<file path="src/rtl/decoder_4to16_strobe_if.sv">
// Handshake and strobe bus of decoder_4to16_strobe: code in, one-hot line strobe out.
// The producer/observer side uses the master modport and the decoder uses the slave modport.
interface decoder_4to16_strobe_if;
  localparam int unsigned CODE_W = 4;
  localparam int unsigned LINE_W = 16;

  logic              en;
  logic              scan;
  logic [CODE_W-1:0] d;
  logic              in_valid;
  logic              in_ready;
  logic [LINE_W-1:0] o;
  logic              o_valid;
  logic              done;

  modport master (
    output en, scan, d, in_valid,
    input  in_ready, o, o_valid, done
  );

  modport slave (
    input  en, scan, d, in_valid,
    output in_ready, o, o_valid, done
  );
endinterface

</file>
<file path="src/rtl/decoder_4to16_strobe.sv">
// Sequenced 4-to-16 one-hot strobe decoder with programmable hold and guard gap.
// Optional self-walking scan mode is built only when DEC_SCAN_EN is defined.
module decoder_4to16_strobe #(
  parameter int unsigned HOLD = 4,
  parameter int unsigned GAP  = 1
) (
  input  logic                   clk,
  input  logic                   rst_n,
  decoder_4to16_strobe_if.slave  bus
);

  localparam int unsigned CNT_W  = 8;
  localparam int unsigned CODE_W = 4;
  localparam int unsigned LINE_W = 16;

  localparam logic [CNT_W-1:0] HOLD_M1 = CNT_W'(HOLD - 1);
  localparam logic [CNT_W-1:0] GAP_M1  = (GAP == 0) ? '0 : CNT_W'(GAP - 1);

  typedef enum logic [1:0] {
    ST_IDLE = 2'd0,
    ST_HOLD = 2'd1,
    ST_GAP  = 2'd2
  } state_e;

  state_e              state_q, state_d;
  logic [CNT_W-1:0]    cnt_q, cnt_d;
  logic [LINE_W-1:0]   o_q, o_d;
  logic                o_valid_q, o_valid_d;
  logic                done_q, done_d;

  logic                scan_act_c;
  logic [CODE_W-1:0]   code_c;
  logic                accept_c;
  logic                strobe_end_c;
  logic                abort_c;

`ifdef DEC_SCAN_EN
  logic [CODE_W-1:0]   scnt_q, scnt_d;
  logic                scan_strobe_q, scan_strobe_d;

  assign scan_act_c = bus.scan & bus.en;
  assign code_c     = scan_act_c ? scnt_q : bus.d;
`else
  logic                unused_scan;

  assign unused_scan = bus.scan;
  assign scan_act_c  = 1'b0;
  assign code_c      = bus.d;
`endif

  // Handshake readiness depends only on state, en and scan, never on in_valid.
  assign bus.in_ready = (state_q == ST_IDLE) & bus.en & ~scan_act_c;
  assign accept_c     = (state_q == ST_IDLE) & bus.en & (scan_act_c | bus.in_valid);
  assign strobe_end_c = (state_q == ST_HOLD) & bus.en & (cnt_q == '0);
  assign abort_c      = (state_q != ST_IDLE) & ~bus.en;

  always_comb begin
    state_d   = state_q;
    cnt_d     = cnt_q;
    o_d       = o_q;
    o_valid_d = o_valid_q;
    done_d    = 1'b0;

    unique case (state_q)
      ST_IDLE: begin
        if (accept_c) begin
          o_d       = LINE_W'(1) << code_c;
          o_valid_d = 1'b1;
          cnt_d     = HOLD_M1;
          state_d   = ST_HOLD;
        end
      end
      ST_HOLD: begin
        if (!bus.en) begin
          o_d       = '0;
          o_valid_d = 1'b0;
          cnt_d     = '0;
          state_d   = ST_IDLE;
        end else if (cnt_q != '0) begin
          cnt_d = cnt_q - CNT_W'(1);
        end else begin
          o_d       = '0;
          o_valid_d = 1'b0;
          done_d    = 1'b1;
          if (GAP != 0) begin
            cnt_d   = GAP_M1;
            state_d = ST_GAP;
          end else begin
            cnt_d   = '0;
            state_d = ST_IDLE;
          end
        end
      end
      ST_GAP: begin
        if (!bus.en) begin
          cnt_d   = '0;
          state_d = ST_IDLE;
        end else if (cnt_q == '0) begin
          state_d = ST_IDLE;
        end else begin
          cnt_d = cnt_q - CNT_W'(1);
        end
      end
      default: begin
        o_d       = '0;
        o_valid_d = 1'b0;
        cnt_d     = '0;
        state_d   = ST_IDLE;
      end
    endcase
  end

`ifdef DEC_SCAN_EN
  // Advance the walk only when a strobe launched by scan completes normally.
  always_comb begin
    scnt_d        = scnt_q;
    scan_strobe_d = scan_strobe_q;
    if (accept_c) begin
      scan_strobe_d = scan_act_c;
    end else if (strobe_end_c) begin
      scan_strobe_d = 1'b0;
      if (scan_strobe_q) begin
        scnt_d = scnt_q + CODE_W'(1);
      end
    end else if (abort_c) begin
      scan_strobe_d = 1'b0;
    end
  end

  always_ff @(posedge clk or negedge rst_n) begin
    if (!rst_n) begin
      scnt_q        <= '0;
      scan_strobe_q <= 1'b0;
    end else begin
      scnt_q        <= scnt_d;
      scan_strobe_q <= scan_strobe_d;
    end
  end
`endif

  always_ff @(posedge clk or negedge rst_n) begin
    if (!rst_n) begin
      state_q   <= ST_IDLE;
      cnt_q     <= '0;
      o_q       <= '0;
      o_valid_q <= 1'b0;
      done_q    <= 1'b0;
    end else begin
      state_q   <= state_d;
      cnt_q     <= cnt_d;
      o_q       <= o_d;
      o_valid_q <= o_valid_d;
      done_q    <= done_d;
    end
  end

  assign bus.o       = o_q;
  assign bus.o_valid = o_valid_q;
  assign bus.done    = done_q;

endmodule

</file>
<file path="src/flat_wrapper.sv">
// flat-port wrapper written by rule: the top's interface ports become plain ports
module decoder_4to16_strobe_flat 
#(
  parameter int unsigned HOLD = 4,
  parameter int unsigned GAP  = 1
)
  (clk, rst_n, bus_en, bus_scan, bus_d, bus_in_valid, bus_in_ready, bus_o, bus_o_valid, bus_done);
  decoder_4to16_strobe_if bus_i ();
  input  logic clk;
  input  logic rst_n;
  input wire logic [$bits(bus_i.en)-1:0] bus_en;
  input wire logic [$bits(bus_i.scan)-1:0] bus_scan;
  input wire logic [$bits(bus_i.d)-1:0] bus_d;
  input wire logic [$bits(bus_i.in_valid)-1:0] bus_in_valid;
  output wire logic [$bits(bus_i.in_ready)-1:0] bus_in_ready;
  output wire logic [$bits(bus_i.o)-1:0] bus_o;
  output wire logic [$bits(bus_i.o_valid)-1:0] bus_o_valid;
  output wire logic [$bits(bus_i.done)-1:0] bus_done;
  assign bus_i.en = bus_en;
  assign bus_i.scan = bus_scan;
  assign bus_i.d = bus_d;
  assign bus_i.in_valid = bus_in_valid;
  assign bus_in_ready = bus_i.in_ready;
  assign bus_o = bus_i.o;
  assign bus_o_valid = bus_i.o_valid;
  assign bus_done = bus_i.done;
  decoder_4to16_strobe #(.HOLD(HOLD), .GAP(GAP)) u_core (.clk(clk), .rst_n(rst_n), .bus(bus_i));
endmodule
</file>
<file path="config.mk">
export PLATFORM = sky130hd
export DESIGN_NAME = decoder_4to16_strobe_flat
export DESIGN_NICKNAME = d
export VERILOG_FILES = /design/src/rtl/decoder_4to16_strobe_if.sv /design/src/rtl/decoder_4to16_strobe.sv /design/src/flat_wrapper.sv
export SDC_FILE = /design/constraint.sdc
export NUM_CORES = 1
export LEC_CHECK = 0
export CORE_MARGIN = 1
export CORE_UTILIZATION = 48
export CTS_BUF_LIST = sky130_fd_sc_hd__clkbuf_4
export CTS_CLUSTER_DIAMETER = 50
export DETAILED_ROUTE_END_ITERATION = 8
export PLACE_DENSITY = 0.76
export SYNTH_ARGS = -nofsm -noshare
export SYNTH_HDL_FRONTEND = slang
export SYNTH_SLANG_ARGS = --single-unit
</file>
<file path="constraint.sdc">
create_clock -name clk -period 2.1 [get_ports clk]
set_clock_uncertainty 0.05 [all_clocks]
set_input_delay 0.63 -clock clk [delete_from_list [all_inputs] [get_ports clk]]
set_output_delay 0.63 -clock clk [all_outputs]
set_load 0.02 [all_outputs]
</file>
# == Word-level counts from Yosys, hierarchy flattened ==
# Cells that the tools add are included.
# word_totals
reg_bits,28
input_bits,9
output_inout_bits,19
word_cells,45
# classes
add_sub_neg,1
eq_ne,6
shifts,1
n_mux,23
bitwise_logic,3
n_reduce_logical,6
# op_table
operator,count
$mux 16,3
$pmux 16 s3,1
$mux 8,5
$pmux 8 s3,1
$shl 1x4->16 const A,1
$mux 2,5
$logic_not 8->1,1
$reduce_bool 8->1,1
$sub 8x1->8 const B,1
$mux 1,6
$ne 3x3->1 const B,2
$pmux 2 s3,1
$reduce_and 3->1,2
$ne 3x2->1 const B,1
$pmux 1 s3,1
$and 1x1->1,2
$eq 2x1->1 const B,1
$eq 2x2->1 const B,1
$logic_not 2->1,1
$ne 2x1->1 const B,1
$reduce_and 2->1,1
$not 1->1,1

# == Logic depth before layout (Yosys ltp) ==
# logic_depth
ltp_word,5
depth_mapped,8
ltp_nobuf,6

# == Worst setup path before layout ==
# OpenSTA, ideal clock, no wires.
# synth_path
kind,reg2reg
startpoint,reg u_core.cnt_q[0]
endpoint,"reg u_core.o_q[9], in the netlist u_core.bus.o[9]"
setup_time_ps,123
arrival_ps,1753
t_required_ps,1927
path_slack_ps,174
stages_incl_launch_ff,9
path_cell_list,dfrtp_1 > inv_1 > ha_1 > nor3b_1 > a21oi_2 > or2_1 > buf_2 > buf_6 > o2bb2ai_1
# synth_between
elab_chain_len,3
# synth_lines
item,line_no,source
"start, declared",decoder_4to16_strobe.sv:26,"logic [CNT_W-1:0] cnt_q, cnt_d;"
"start signal, assigned",decoder_4to16_strobe.sv:150,cnt_q <= cnt_d;
$reduce_bool 8->1,decoder_4to16_strobe.sv:79,end else if (cnt_q != '0) begin
$ne 3x3->1 (no source line),n/a,
$reduce_and 3->1 (no source line),n/a,
"end signal, assigned",decoder_4to16_strobe.sv:145,o_q <= '0;
"end signal, assigned",decoder_4to16_strobe.sv:151,o_q <= o_d;
"end, declared",decoder_4to16_strobe.sv:27,"logic [LINE_W-1:0] o_q, o_d;"
# Every way passes these cells.
# A chain may end at the register's enable or synchronous reset.

# == Final worst setup path ==
# layout_path
startpoint,"reg u_core.o_valid_q, in the netlist u_core.bus.o_valid"
endpoint,out bus_o_valid
# layout_rtl
item,line_no,source
"start, declared",decoder_4to16_strobe.sv:28,"logic o_valid_q, o_valid_d;"
"start signal, assigned",decoder_4to16_strobe.sv:152,o_valid_q <= o_valid_d;
"end, declared",flat_wrapper.sv:17,output wire logic [$bits(bus_i.o_valid)-1:0] bus_o_valid;
# No word-level cell between the ends.

==> key figures <==
Status
  • Status: finished, violations left
  • Violated checks: design-rule violations

Final layout
  • Util after Layout: 0.667
  • Ant. Diodes: 0
  • Filler instances: 242
  • Fraction of layout cells with a size suffix above 1: 0.175
  • Final Instance Area: 1870 um2
  • Area delta synth->final: 29.4%
  • FF/Latch Area: 701 um2
  • Area of the multi-input gates: 694 um2
  • Final #Nets: 190

Clock network
  • Clock tree buffer depth: 2
  • Post-cts hold buffer count: 0
  • CTS Buf Count: 3
  • CTS sink count: 28
  • Clock root cell: clkbuf_4
  • CTS tree: built
  • H-tree depth: 1
  • Worst-skew pair later-pin latency: 0.33 ns
  • CTS clk-pin slew, worst paths: 0.14 ns

Setup path
  • Crit-path max FO: 3
  • Buf/Inv on CP: 1
  • Worst setup SP type: flop
  • Worst-path cell with the longest stage delay: clkdlybuf4s50_1
  • Crit path cell chain: clkdlybuf4s50_1
  • Critical path class: flop to primary output
  • Crit end category: primary output
  • Crit path arrival time: 1.34 ns
  • CP delay by family, top: buffers and inverters
  • CP peak stage delay: 0.61 ns
  • CP Data Required Time: 1.42 ns
  • Levels on crit path: 1
  • Reg2Reg Depth: 7

Placed design
  • Dpl cell area: 1840 um2
  • Pre-CTS WS: -0.449 ns
  • Routability Congestion: 0.865
  • # port buffers: 26
  • Post-DP HPWL: 2.56 mm

Yosys
  • XOR/XNOR Fraction of Synth Area: 0
  • Mux cell area share after synthesis: 0.0216
  • Synth Area in Adders: 0.0173
  • Mean Syn Cell Area: 10.5 um2
  • Post-Syn Area: 1450 um2
  • Async set-reset flop share out of synthesis: 1.00
  • Largest family of logic cells by synthesized area: compound AO/OA/AOI/OAI gates
  • Post-Syn Instances: 137
  • Compound-Gate Fraction of Synth Area: 0.253
  • Post-Synth Simple-Gate Area: 0.182
  • Ys Warns: 0
  • Top FF cell, synth: dfrtp_1
  • Syn nets: 148
  • #FFs+latches synth: 28
  • Sequential-to-total area share from yosys stat: 0.485
  • Post-synth EDFFs: 0
  • Count of different cell masters after synthesis: 43

Pwr
  • Max VDD drop: 0.542 mV
  • Total Power: 1.49 mW
  • Pwr/cell area: 794 nW/um2
  • Leakage: 0.801 nW

Global routing
  • GRT Total Usage: 0.242
  • Initial antenna violation count: 0
  • Vias in the first global route: 1316
  • Total grt overflow: 0
  • Global-route wire length before repair: 5.99 mm
  • Largest net degree at the start of global routing: 29

Die
  • Die Ht: 56.9 um
  • Core area: 2810 um2
  • Die area: 3230 um2
  • Row cnt: 19
  • # IOs: 28
  • Effective utilization at floorplan: 0.515
  • Die width: 56.9 um

Drt
  • Wire per inst: 16.5 um
  • Residual DRC: 5
  • Vias: 1226
  • Vias/cell: 5.89
  • Pre-antenna DRT Iters: 6
  • Iteration-0 DRC Markers: 29
  • ANT nets after route: 0
  • Final wirelength: 3.43 mm

Min path
  • Hold-critical path depth: 1
  • Type of the worst min-delay path: flop to flop

STA
  • Post-route setup TNS: 0 ns
  • RSZ-0062 raised after global routing: false
  • Slew Limit Fails: 0
  • Setup Viol. Count Final: 0
  • Period minus WS final: 2.02 ns
  • Setup WS post-layout: 0.0819 ns
  • Slew headroom: 0.635
  • Worst Tran Pin Value: 0.542 ns
  • Post-route clock period utilization: 0.961
  • Fmax: 496 MHz
  • Hold violation count in the final report: 0

Job
  • Max-cap violation count: 0
-- power breakdown --
group | internal, mW | switching, mW | total, mW
registers | 0.604 | 0.0775 | 0.682
clock network | 0.0674 | 0.154 | 0.222
logic | 0.272 | 0.310 | 0.582
-- cells in the mapped netlist (2+ instances only) --
cell type	number	area share
dfrtp_1	28	0.48
o2bb2ai_1	12	0.073
nor2_1	8	0.021
inv_1	7	0.018
nand2_1	7	0.018
a21oi_1	6	0.021
nand2b_1	5	0.022
a32o_1	4	0.028
nand3_1	4	0.014
o21ai_0	4	0.014
a21oi_2	3	0.018
a31oi_1	3	0.013
buf_2	3	0.010
nand3b_1	3	0.016
o21bai_1	3	0.016
or4_1	3	0.016
a2bb2oi_1	2	0.012
clkbuf_1	2	0.0052
ha_1	2	0.017
mux2i_1	2	0.014
nor3b_1	2	0.010
o31ai_1	2	0.010
or3_1	2	0.0087
-- final timing paths --
check,from,endpoint,slack (ns)
max reg2reg,u_core.cnt_q[0],u_core.state_q[1],0.21
min in group asynchronous,rst_n,u_core.bus.o[3],0.60
max in group asynchronous,rst_n,u_core.bus.o[15],1.14
min,u_core.bus.o[11],u_core.bus.o[11],0.45
min reg2reg,u_core.bus.o[11],u_core.bus.o[11],0.45
max,u_core.bus.o_valid,bus_o_valid,0.08
-- logic make-up (layout without fill, tap and decap cells) --
| group | count (synthesis) | in the layout |
|---|---|---|
| DFF | 28 | 28 |
| buffers and inverters | 13 | 53 |
| adders and majority gates | 2 | 2 |
| AOI/OAI and AO/OA | 47 | 47 |
| and+or+nand+nor | 44 | 44 |
| muxes | 3 | 3 |
-- layer usage --
metal  share of wire  wire (um)  vias up  GRT usage
met4           0.013         46        0      0.105
met2            0.49       1670       34      0.408
met3           0.045        155        4     0.0323
met1            0.45       1560      586      0.310
met5               0          0        -          0
li1                -          -      602          -
-- registers in the layout, summed over array words and instances, names as in the netlist --
name and flops:
u_core.bus.o 16, u_core.cnt_q 8, u_core.state_q 2, u_core.bus.done 1
u_core.bus.o_valid 1
-- placed cells by master, fill, tap and decap left out, drive strengths merged, types with 5 or more instances in the layout --
cell type / instances
clkdlybuf4s50: 24
nand2: 7
a21oi: 9
o21ai: 5
o2bb2ai: 12
buf: 18
dfrtp: 28
inv: 7
nor2: 8
nand2b: 5
-- timing repair --
action / 4_1_cts / 5_1_grt
buffers inserted: 0 / 0
setup endpoints to repair: 2 / 5
pin swaps: 0 / 0
cloned: 0 / 0
resized for setup: 6 / 2
-- through the flow --
step	hold WS (ns)	std cells
finish	0.455	208
global route	0.485	208
floorplan	0.284	137
CTS	0.464	208
global placement	0.421	205
detailed placement	0.431	205
-- cell type report --
| class | count | share of cell area |
|---|---|---|
| Sequential cell | 28 | 0.375 |
| Timing Repair Buffer | 43 | 0.207 |
| Tap cell | 31 | 0.0207 |
| Multi-Input combinational cell | 96 | 0.371 |
| Clock buffer | 3 | 0.0120 |
| Inverter | 7 | 0.0140 |
(Power assumes the default switching activity.)
